## src/rtl/upd_xhd_ctrl.sv

```systemverilog
// Sequencer for the dW/dU update stage: drives the read address generator,
// aligns MAC accumulate/clear strobes to read-data return, and issues dW writes.
module upd_xhd_ctrl #(
  parameter int ADDR_WIDTH = 12,
  parameter int TIMESTEP   = 7,
  parameter int NUM_CELL   = 53,
  parameter int NUM_INPUT  = 53,
  parameter int DELAY      = 1,
  parameter int LAT        = 2
) (
  input  logic                  clk,
  input  logic                  rst,
  input  logic                  i_start,
  input  logic                  i_abort,
  output logic                  o_gen_clr,
  output logic                  o_gen_en,
  output logic                  o_acc_clr,
  output logic                  o_acc_en,
  output logic                  o_wr_en,
  output logic [ADDR_WIDTH-1:0] o_wr_addr,
  output logic                  o_busy,
  output logic                  o_done
);

  localparam int PERIOD = TIMESTEP + DELAY;
  localparam int PAIRS  = NUM_CELL * NUM_INPUT;

  // RUN length is never counted directly; only the loop bounds must fit.
  if (PAIRS > 2**ADDR_WIDTH || PERIOD > 2**ADDR_WIDTH || LAT < 1) begin : g_bad_cfg
    $error("upd_xhd_ctrl: configuration does not fit ADDR_WIDTH or LAT < 1");
  end

  typedef enum logic [2:0] {
    S_IDLE,
    S_CLR,
    S_RUN,
    S_DRAIN,
    S_DONE
  } state_t;

  state_t state, state_nx;

  logic [ADDR_WIDTH-1:0] k, j, c, p, dcnt;
  logic [LAT-1:0]        ipipe, fpipe;
  logic [LAT:0]          lpipe;
  logic [ADDR_WIDTH-1:0] apipe [LAT];

  logic issue, first, last, k_wrap, j_wrap, run_end, drain_end;

  always_comb begin
    issue     = (state == S_RUN) && (k < ADDR_WIDTH'(TIMESTEP));
    first     = issue && (k == '0);
    last      = issue && (k == ADDR_WIDTH'(TIMESTEP - 1));
    k_wrap    = (k == ADDR_WIDTH'(PERIOD - 1));
    j_wrap    = (j == ADDR_WIDTH'(NUM_INPUT - 1));
    run_end   = k_wrap && j_wrap && (c == ADDR_WIDTH'(NUM_CELL - 1));
    drain_end = (dcnt == ADDR_WIDTH'(LAT));
  end

  always_comb begin
    state_nx = state;
    unique case (state)
      S_IDLE:  if (i_start) state_nx = S_CLR;
      S_CLR:   state_nx = S_RUN;
      S_RUN:   if (run_end) state_nx = S_DRAIN;
      S_DRAIN: if (drain_end) state_nx = S_DONE;
      S_DONE:  state_nx = S_IDLE;
      default: state_nx = S_IDLE;
    endcase
    if (i_abort) state_nx = S_IDLE;
  end

  assign o_acc_en  = ipipe[LAT-1];
  assign o_acc_clr = fpipe[LAT-1];
  assign o_wr_en   = lpipe[LAT];

  always_ff @(posedge clk or posedge rst) begin
    if (rst) begin
      state     <= S_IDLE;
      o_gen_clr <= 1'b0;
      o_gen_en  <= 1'b0;
      o_busy    <= 1'b0;
      o_done    <= 1'b0;
      o_wr_addr <= '0;
      k         <= '0;
      j         <= '0;
      c         <= '0;
      p         <= '0;
      dcnt      <= '0;
      ipipe     <= '0;
      fpipe     <= '0;
      lpipe     <= '0;
      for (int i = 0; i < LAT; i++) apipe[i] <= '0;
    end else begin
      state     <= state_nx;
      o_gen_clr <= (state_nx == S_CLR);
      o_gen_en  <= (state_nx == S_RUN);
      o_busy    <= (state_nx == S_CLR) || (state_nx == S_RUN) ||
                   (state_nx == S_DRAIN);
      o_done    <= (state_nx == S_DONE);
      if (i_abort) begin
        o_wr_addr <= '0;
        k         <= '0;
        j         <= '0;
        c         <= '0;
        p         <= '0;
        dcnt      <= '0;
        ipipe     <= '0;
        fpipe     <= '0;
        lpipe     <= '0;
        for (int i = 0; i < LAT; i++) apipe[i] <= '0;
      end else begin
        ipipe[0] <= issue;
        fpipe[0] <= first;
        lpipe[0] <= last;
        apipe[0] <= p;
        for (int i = 1; i < LAT; i++) begin
          ipipe[i] <= ipipe[i-1];
          fpipe[i] <= fpipe[i-1];
          apipe[i] <= apipe[i-1];
        end
        for (int i = 1; i <= LAT; i++) lpipe[i] <= lpipe[i-1];
        // Address register tracks the write strobe and holds between writes.
        if (state_nx == S_CLR) o_wr_addr <= '0;
        else if (lpipe[LAT-1]) o_wr_addr <= apipe[LAT-1];
        dcnt <= (state == S_DRAIN) ? dcnt + 1'b1 : '0;
        if (state == S_CLR) begin
          k <= '0;
          j <= '0;
          c <= '0;
          p <= '0;
        end else if (state == S_RUN) begin
          k <= k_wrap ? '0 : k + 1'b1;
          if (k_wrap) begin
            p <= p + 1'b1;
            j <= j_wrap ? '0 : j + 1'b1;
            if (j_wrap) c <= c + 1'b1;
          end
        end
      end
    end
  end

endmodule

```

## config.mk

```make
export PLATFORM = sky130hd
export DESIGN_NAME = upd_xhd_ctrl
export DESIGN_NICKNAME = d
export VERILOG_FILES = /design/src/rtl/upd_xhd_ctrl.sv
export SDC_FILE = /design/constraint.sdc
export NUM_CORES = 1
export LEC_CHECK = 0
export CORE_UTILIZATION = 60
export CTS_CLUSTER_DIAMETER = 120
export CTS_CLUSTER_SIZE = 8
export DETAILED_ROUTE_END_ITERATION = 6
export GPL_TIMING_DRIVEN = 0
export PLACE_DENSITY = 0.79
export SYNTH_ARGS = -nofsm -noshare
export SYNTH_HDL_FRONTEND = slang
export SYNTH_SLANG_ARGS = --single-unit
```

## constraint.sdc

```tcl
create_clock -name clk -period 5.56 [get_ports clk]
set_input_delay 0.834 -clock clk [delete_from_list [all_inputs] [get_ports clk]]
set_output_delay 0.834 -clock clk [all_outputs]
set_load 0.02 [all_outputs]
```

* After elaboration in Yosys (flattened, before gate mapping)
Index checks and enable logic that the tools add are counted.
** Word-level totals
- Logic and storage cells :: 81
- Input port bits :: 4
- Register bits :: 110
** Cells by class
- Add/subtract/negate cells :: 5
- Multiplexer cells :: 32
- Reduce and logical (&&, ||, !) cells :: 15
- Order comparisons :: 1
- Equality and inequality tests :: 12
** Operators by type and width (count)
- $mux 12 :: 23
- $add 12x1->12 const B :: 5
- $eq 12x3->1 const B :: 2
- $eq 12x6->1 const B :: 2
- $mux 24 :: 1
- $mux 3 :: 5
- $eq 12x2->1 const B :: 1
- $eq 3x2->1 const B :: 4
- $logic_not 12->1 :: 1
- $lt 12x3->1 const B :: 1
- $pmux 3 s4 :: 1
- $reduce_bool 3->1 :: 4
- $eq 3x1->1 const B :: 2
- $logic_and 1x1->1 :: 5
- $mux 2 :: 2
- $eq 3x3->1 const B :: 1
- $logic_not 3->1 :: 1
- $reduce_and 3->1 :: 1
- $logic_or 1x1->1 :: 2
- $reduce_and 2->1 :: 1

* Depth between registers and ports, before layout
Gate-level depths: netlist (run 1).
- Word-level depth :: 9
- Mapped depth :: 8
- Mapped depth without buffers :: 7

* Worst setup path before layout (run 1)
No wires, ideal clock.
- Path type :: input -> register
- Start :: input i_abort
- End :: register k[0]
- Slack :: 3.450 ns
- Data required time :: 5.435 ns
- Stages :: 6
- Arrival time :: 1.985 ns
- Setup time :: 0.125 ns
- Buffers on the path :: 2
- Cells stage by stage :: clkbuf_1 o21ba_2 buf_2 o21ai_1 nor2_1 mux2_2
** Between the ends
- Word-level cells in the longest chain between the ends :: 1
** RTL lines
- start, declared :: RTL line 14 : input logic i_abort,
- $reduce_bool 3->1 (no line) or $mux 12 (tied branches)
- end signal, assigned :: RTL line 133 : k <= k_wrap ? '0 : k + 1'b1;
- end, declared :: RTL line 43 : logic [ADDR_WIDTH-1:0] k, j, c, p, dcnt;
Several ways; a longest one is shown, not always the timed one.
A chain may end at the register's enable or synchronous reset.

* Worst setup path in the final report (run 1)
Same ends and word-level chain as after synthesis.

==> results.sh, run 1 <==
export IMPL_status="completed"
export IMPL_syn_num_nets=517
export IMPL_grt_overflow=0
export IMPL_final_setup_viol_count=0
export IMPL_skew_ps=19.24
export IMPL_achievable_frequency_mhz=392.1
export IMPL_power_total_mw=1.390
export IMPL_critPathBufInv=3
export IMPL_post_cts_buffers=0
export IMPL_holdPathStages=1
export IMPL_endpoint_kind="flop"
export IMPL_detail_route_antenna_nets=0
export IMPL_grt_pass1_vias=3707
export IMPL_maxCapViolations=0
export IMPL_synth_avg_cell_area_sq_um=10.22
export IMPL_first_pass_iters=5
export IMPL_timing_worst_setup_path_type="in -> reg"
export IMPL_p_leak_nw=2.412
export IMPL_fp_dieW_um=94.57
export IMPL_core_area_sq_um=8258
export IMPL_ys_seq_elements=110
export IMPL_rr_startpoint="k[1]"
export IMPL_synth_edf_count=0
export IMPL_final_net_count=551
export IMPL_yosysTopAreaCell="dfrtp_1"
export IMPL_grt_usage_pct=25.01
export IMPL_io_pins=23
export IMPL_clock_latency_ps=380
export IMPL_wirelength_um=10050
export IMPL_period_share_pct=45.87
export IMPL_dieHeight_um=94.57
export IMPL_multi_input_area_sq_um=2231
export IMPL_place_area_sq_um=5523
export IMPL_yosysMostFrequentCell="dfrtp_1"
export IMPL_seqCellArea_sq_um=2753
export IMPL_wl_per_cell_um=15.53
export IMPL_clock_path_buffers=2
export IMPL_maxSlewViolCount=0
export IMPL_reg2regPathDepth=8
export IMPL_grt_start_max_net_pins=76
export IMPL_path_clk_slew_ps=130
export IMPL_finalHoldViolations=0
export IMPL_syn2layout_area_growth_pct=11.46
export IMPL_ir_worst_vdd_mv=0.1210
export IMPL_timing_rr_end="j[4]"
export IMPL_slowest_stage="clkdlybuf4s50_1"
export IMPL_clock_root_buffer="clkbuf_8"
export IMPL_h_tree_depth=3
export IMPL_crit_family="buffers and inverters"
export IMPL_dr_first_iter_drc_count=236
export IMPL_grt_antenna_before_repair=0
export IMPL_fin_area_sq_um=5731
export IMPL_route_detailed_drc=0
export IMPL_cts_resized=0
export IMPL_antenna_diode_count=0
export IMPL_fill_cells=649
export IMPL_synth_seq_area_share_pct=53.54
export IMPL_tns_ps=0
export IMPL_cp_slowest_stage_delay_ps=500
export IMPL_r2r_slack_ps=3220
export IMPL_vias_per_cell=5.869
export IMPL_layout_drive_gt1_share_pct=6.458
export IMPL_synth_ff_type="dfrtp_1"
export IMPL_die_area_sq_um=8943
export IMPL_cts_inserted_buffers=9
export IMPL_holdCritStartpoint="apipe[12]"
export IMPL_portBuffers=22
export IMPL_grt_pass1_wl_um=17280
export IMPL_synthArstFlopShare_pct=100.0
export IMPL_hold_buffers=0
export IMPL_yosys_warnings=0
export IMPL_ys_top_cells_by_count="dfrtp_1 (110), nor2_1 (58), o21ai_0 (39), nor2b_1 (32), nand2_1 (30)"
export IMPL_slew_headroom_pct=56.21
export IMPL_min_to="apipe[0]"
export IMPL_startpoint_type="input pin"
export IMPL_worst_ep_arrival_time_ps=2820
export IMPL_powerDensity_nw_per_um2=242.5
export IMPL_min_path_type="reg -> reg"
export IMPL_required_ps=5830
export IMPL_dp_hpwl_um=7015
export IMPL_rsz0062_at_grt="false"
export IMPL_crit_chain="clkdlybuf4s50_1 -> clkbuf_1 -> o21ba_2 -> buf_2 -> o21ai_1 -> nor2_1 -> mux2_2"
export IMPL_vias=3797
export IMPL_crit_fanout=10
export IMPL_synth_cell_type_count=46
export IMPL_start_util_pct=62.26
export IMPL_fin_crit_ps=2550
export IMPL_place_gp_congestion=0.9094
export IMPL_cts_tree="yes"
export IMPL_worst_slew_pin_slew_ps=656.8
export IMPL_clock_sinks=110
export IMPL_row_count=33
export IMPL_synth_area_sq_um=5141
export IMPL_netlist_instances=503
export IMPL_synth_area_leaders="dfrtp_1 (54%), nor2_1 (4.2%), nor2b_1 (3.9%)"
export IMPL_synth_top_cell_area_share_pct=53.54
where the power goes:
group / switching [mW] / internal [mW] / total [mW]
clock network: 0.306 / 0.183 / 0.489
logic: 0.0640 / 0.0286 / 0.0925
registers: 0.00317 / 0.805 / 0.808
total: 0.373 / 1.02 / 1.39
cells by family after synthesis:
kind of cell    synth area share (%)
xor+xnor                       4.089
mux                            3.139
compound gates                 10.66
flops                          53.54
buf+inv                        3.067
fa+ha+maj                      2.434
simple gates                   23.07
sequential cells by signal, summed over array words and instances (netlist names), 2 cells and up:
signal	cells
apipe	24
c	12
dcnt	12
j	12
k	12
o_wr_addr	12
p	12
lpipe	3
state	3
fpipe	2
ipipe	2
metal layers:
metal  GRT usage [%]  vias to the layer above  wire [um]
met1           32.81                     1872       4575
met4           6.944                        0        104
li1                -                     1833          -
met3           4.831                       12        382
met5               0                        -          0
met2           42.57                       80       4988
layout make-up:
| type | instances | area share [%] |
|---|---|---|
| multi-input combinational | 357 | 38.93 |
| timing repair buffer | 23 | 4.323 |
| tap | 105 | 2.293 |
| clock buffer | 9 | 2.162 |
| clock inverter | 7 | 1.463 |
| sequential | 110 | 48.03 |
| inverter | 13 | 0.8952 |
| buffer | 23 | 1.900 |
per-stage QoR:
step	util [%]	hold slack [ps]	worst slack [ps]	std cells
2_1_floorplan	-	438.5	1824	503
3_3_place_gp	66.52	441.8	367.0	630
3_5_place_dp	66.88	447.4	2606	631
4_1_cts	69.39	470.7	3011	647
5_1_grt	69.39	475.5	2891	647
6_report	69.39	460.2	3010	647
placed cells by master, fill, tap and decap left out, drive strengths merged, types with 11 or more instances in the layout:
| master | Yosys | layout |
|---|---|---|
| dfrtp | 110 | 110 |
| nor2 | 58 | 58 |
| o21ai | 41 | 41 |
| nor2b | 32 | 32 |
| nand2 | 30 | 30 |
| nand3 | 22 | 22 |
| clkdlybuf4s50 | 0 | 22 |
| clkbuf | 13 | 22 |
| a21oi | 20 | 20 |
| inv | 13 | 18 |
| nand4 | 17 | 17 |
| mux2i | 15 | 15 |
| xnor2 | 14 | 14 |
| or3 | 12 | 12 |
| nor3 | 12 | 12 |
| buf | 10 | 11 |
how the worst max path moves through the flow:
stage	from	endpoint	slack, ps	cells past startpoint
2_1_floorplan	rst	apipe[0]	1820	1
3_3_place_gp	rst	j[7]	370	2
3_5_place_dp	i_abort	k[0]	2610	7
4_1_cts	i_abort	k[0]	3010	7
5_1_grt	i_abort	k[0]	2890	7
6_report	i_abort	k[0]	3010	7
No activity file was read; power rests on OpenSTA's default activity.
==> run 2, diff against run 1 <==
==> constraint.sdc (replaced) <==
create_clock -name clk -period 2.4 [get_ports clk]
set_input_delay 0.36 -clock clk [delete_from_list [all_inputs] [get_ports clk]]
set_output_delay 0.36 -clock clk [all_outputs]
set_load 0.02 [all_outputs]
==> run 2 against run 1 <==
Effect of this change: power up 130%; via count down 0.47%; utilization up 0.39 points; critical path type is now reg -> reg; final area up 0.57%; clock skew down 2.5 ps; die area unchanged; register-to-register slack worse by 3100 ps; non-clock buffer count up 1.
==> results.sh, run 2 (synthesized netlist as in run 1, its figures left out) <==
export IMPL_seqCellArea_sq_um=2753
export IMPL_fill_cells=618
export IMPL_grt_pass1_wl_um=16950
export IMPL_final_net_count=552
export IMPL_path_clk_slew_ps=110
export IMPL_cts_tree="yes"
export IMPL_wl_per_cell_um=15.12
export IMPL_grt_start_max_net_pins=41
export IMPL_cts_inserted_buffers=9
export IMPL_largest_reg_flops=24
export IMPL_endpoint_kind="flop"
export IMPL_vias=3779
export IMPL_post_cts_buffers=0
export IMPL_status="completed"
export IMPL_dr_first_iter_drc_count=166
export IMPL_p_leak_nw=2.413
export IMPL_core_area_sq_um=8258
export IMPL_required_ps=2690
export IMPL_worst_slew_pin_slew_ps=876.8
export IMPL_start_util_pct=62.26
export IMPL_worst_ep_arrival_time_ps=2540
export IMPL_clock_sinks=110
export IMPL_multi_input_area_sq_um=2240
export IMPL_timing_worst_setup_path_type="reg -> reg"
export IMPL_fin_util_pct=69.79
export IMPL_fp_dieW_um=94.57
export IMPL_rsz0062_at_grt="false"
export IMPL_antenna_diode_count=0
export IMPL_dp_hpwl_um=6969
export IMPL_startpoint_type="flop"
export IMPL_finalHoldViolations=0
export IMPL_reg2regPathDepth=8
export IMPL_vias_per_cell=5.832
export IMPL_clock_path_buffers=2
export IMPL_holdWs_ps=468.2
export IMPL_wirelength_um=9798
export IMPL_first_pass_iters=5
export IMPL_portBuffers=22
export IMPL_die_area_sq_um=8943
export IMPL_detail_route_antenna_nets=0
export IMPL_r2r_slack_ps=150
export IMPL_syn2layout_area_growth_pct=12.10
export IMPL_h_tree_depth=3
export IMPL_power_total_mw=3.233
export IMPL_regMostFlops="apipe"
export IMPL_skew_ps=16.71
export IMPL_achievable_frequency_mhz=445.0
export IMPL_layout_drive_gt1_share_pct=6.998
export IMPL_slew_headroom_pct=41.42
export IMPL_holdPathStages=1
export IMPL_final_setup_viol_count=0
export IMPL_dieHeight_um=94.57
export IMPL_fin_ws_ps=152.9
export IMPL_maxSlewViolCount=0
export IMPL_fin_crit_ps=2247
export IMPL_hold_buffers=0
export IMPL_route_detailed_drc=0
export IMPL_maxCapViolations=0
export IMPL_grt_overflow=0
export IMPL_layout_common_cells="dfrtp_1 (110), nor2_1 (58), o21ai_0 (39)"
export IMPL_grt_usage_pct=24.21
export IMPL_grt_pass1_vias=3673
export IMPL_ir_worst_vdd_mv=0.3047
export IMPL_io_pins=23
export IMPL_final_common_cell="dfrtp_1"
export IMPL_clock_root_buffer="clkbuf_8"
export IMPL_crit_fanout=10
export IMPL_row_count=33
export IMPL_min_path_type="reg -> reg"
export IMPL_period_share_pct=93.63
export IMPL_grt_antenna_before_repair=0
export IMPL_powerDensity_nw_per_um2=561.1
export IMPL_clock_latency_ps=380
export IMPL_pre_cts_ws_ps=-99.83
export IMPL_place_gp_congestion=0.8475
## run 2: cell types whose count changed in the layout (fill, tap and decap cells not counted)
cell and change:
nor4bb_1 -1, inv_4 -1, inv_12 +1, inv_8 -2, clkinv_8 +1, ha_2 +1
buf_12 +2, buf_16 -1, clkinvlp_4 +1, nor4bb_2 +1, ha_1 -1
## run 2: through the flow
step	area (sq um)	instances	TNS, ps
6_report	5763	648	0
3_3_place_gp	5497	630	-28880
4_1_cts	5754	648	0
2_1_floorplan	5145	503	0
3_5_place_dp	5537	632	-258.0
5_1_grt	5763	648	0
## run 2: cell type report
class / instances / share of cell area (%)
Tap cell: 105 / 2.280
Multi-Input combinational cell: 357 / 38.86
Timing Repair Buffer: 24 / 4.516
Clock inverter: 7 / 1.628
Sequential cell: 110 / 47.76
Inverter: 13 / 0.9119
Buffer: 23 / 1.889
Clock buffer: 9 / 2.149
## run 2: repair_timing
action,4_1_cts,5_1_grt
endpoints found under the setup margin,0,7
endpoints found under the hold margin,0,0
gates resized for setup,0,2
## run 2: worst max-delay path: stages (launching register included)
cell and delay (ps):
dfrtp_1 450, ha_2 260, nor4bb_2 340, and4_1 250
buf_6 150, a21oi_4 90, buf_6 150, or3_1 300
a21oi_1 160
## run 2: worst paths after layout
path / start / end
setup / recovery: k[1] / c[2]
hold reg to reg: lpipe[0] / lpipe[1]
max in group asynchronous: rst / dcnt[9]
min in group asynchronous: rst / k[7]
hold / removal: lpipe[0] / lpipe[1]
setup reg to reg: k[1] / c[2]
## run 2: routing by layer
| layer | routed length (um) | part of all wire, % | up-vias | track usage, % |
|---|---|---|---|---|
| met5 | 0 | 0 | - | 0 |
| met2 | 4902 | 50 | 72 | 39.67 |
| met1 | 4503 | 46 | 1866 | 32.82 |
| met3 | 323 | 3.3 | 5 | 4.831 |
| met4 | 68 | 0.69 | 0 | 6.944 |
| li1 | - | - | 1836 | - |
## run 2: where the power goes
part	internal [mW]	switching (mW)	total, mW	leakage (nW)
logic	0.0678	0.146	0.214	0.774
registers	1.87	0.00759	1.87	1.53
clock network	0.433	0.714	1.15	0.108
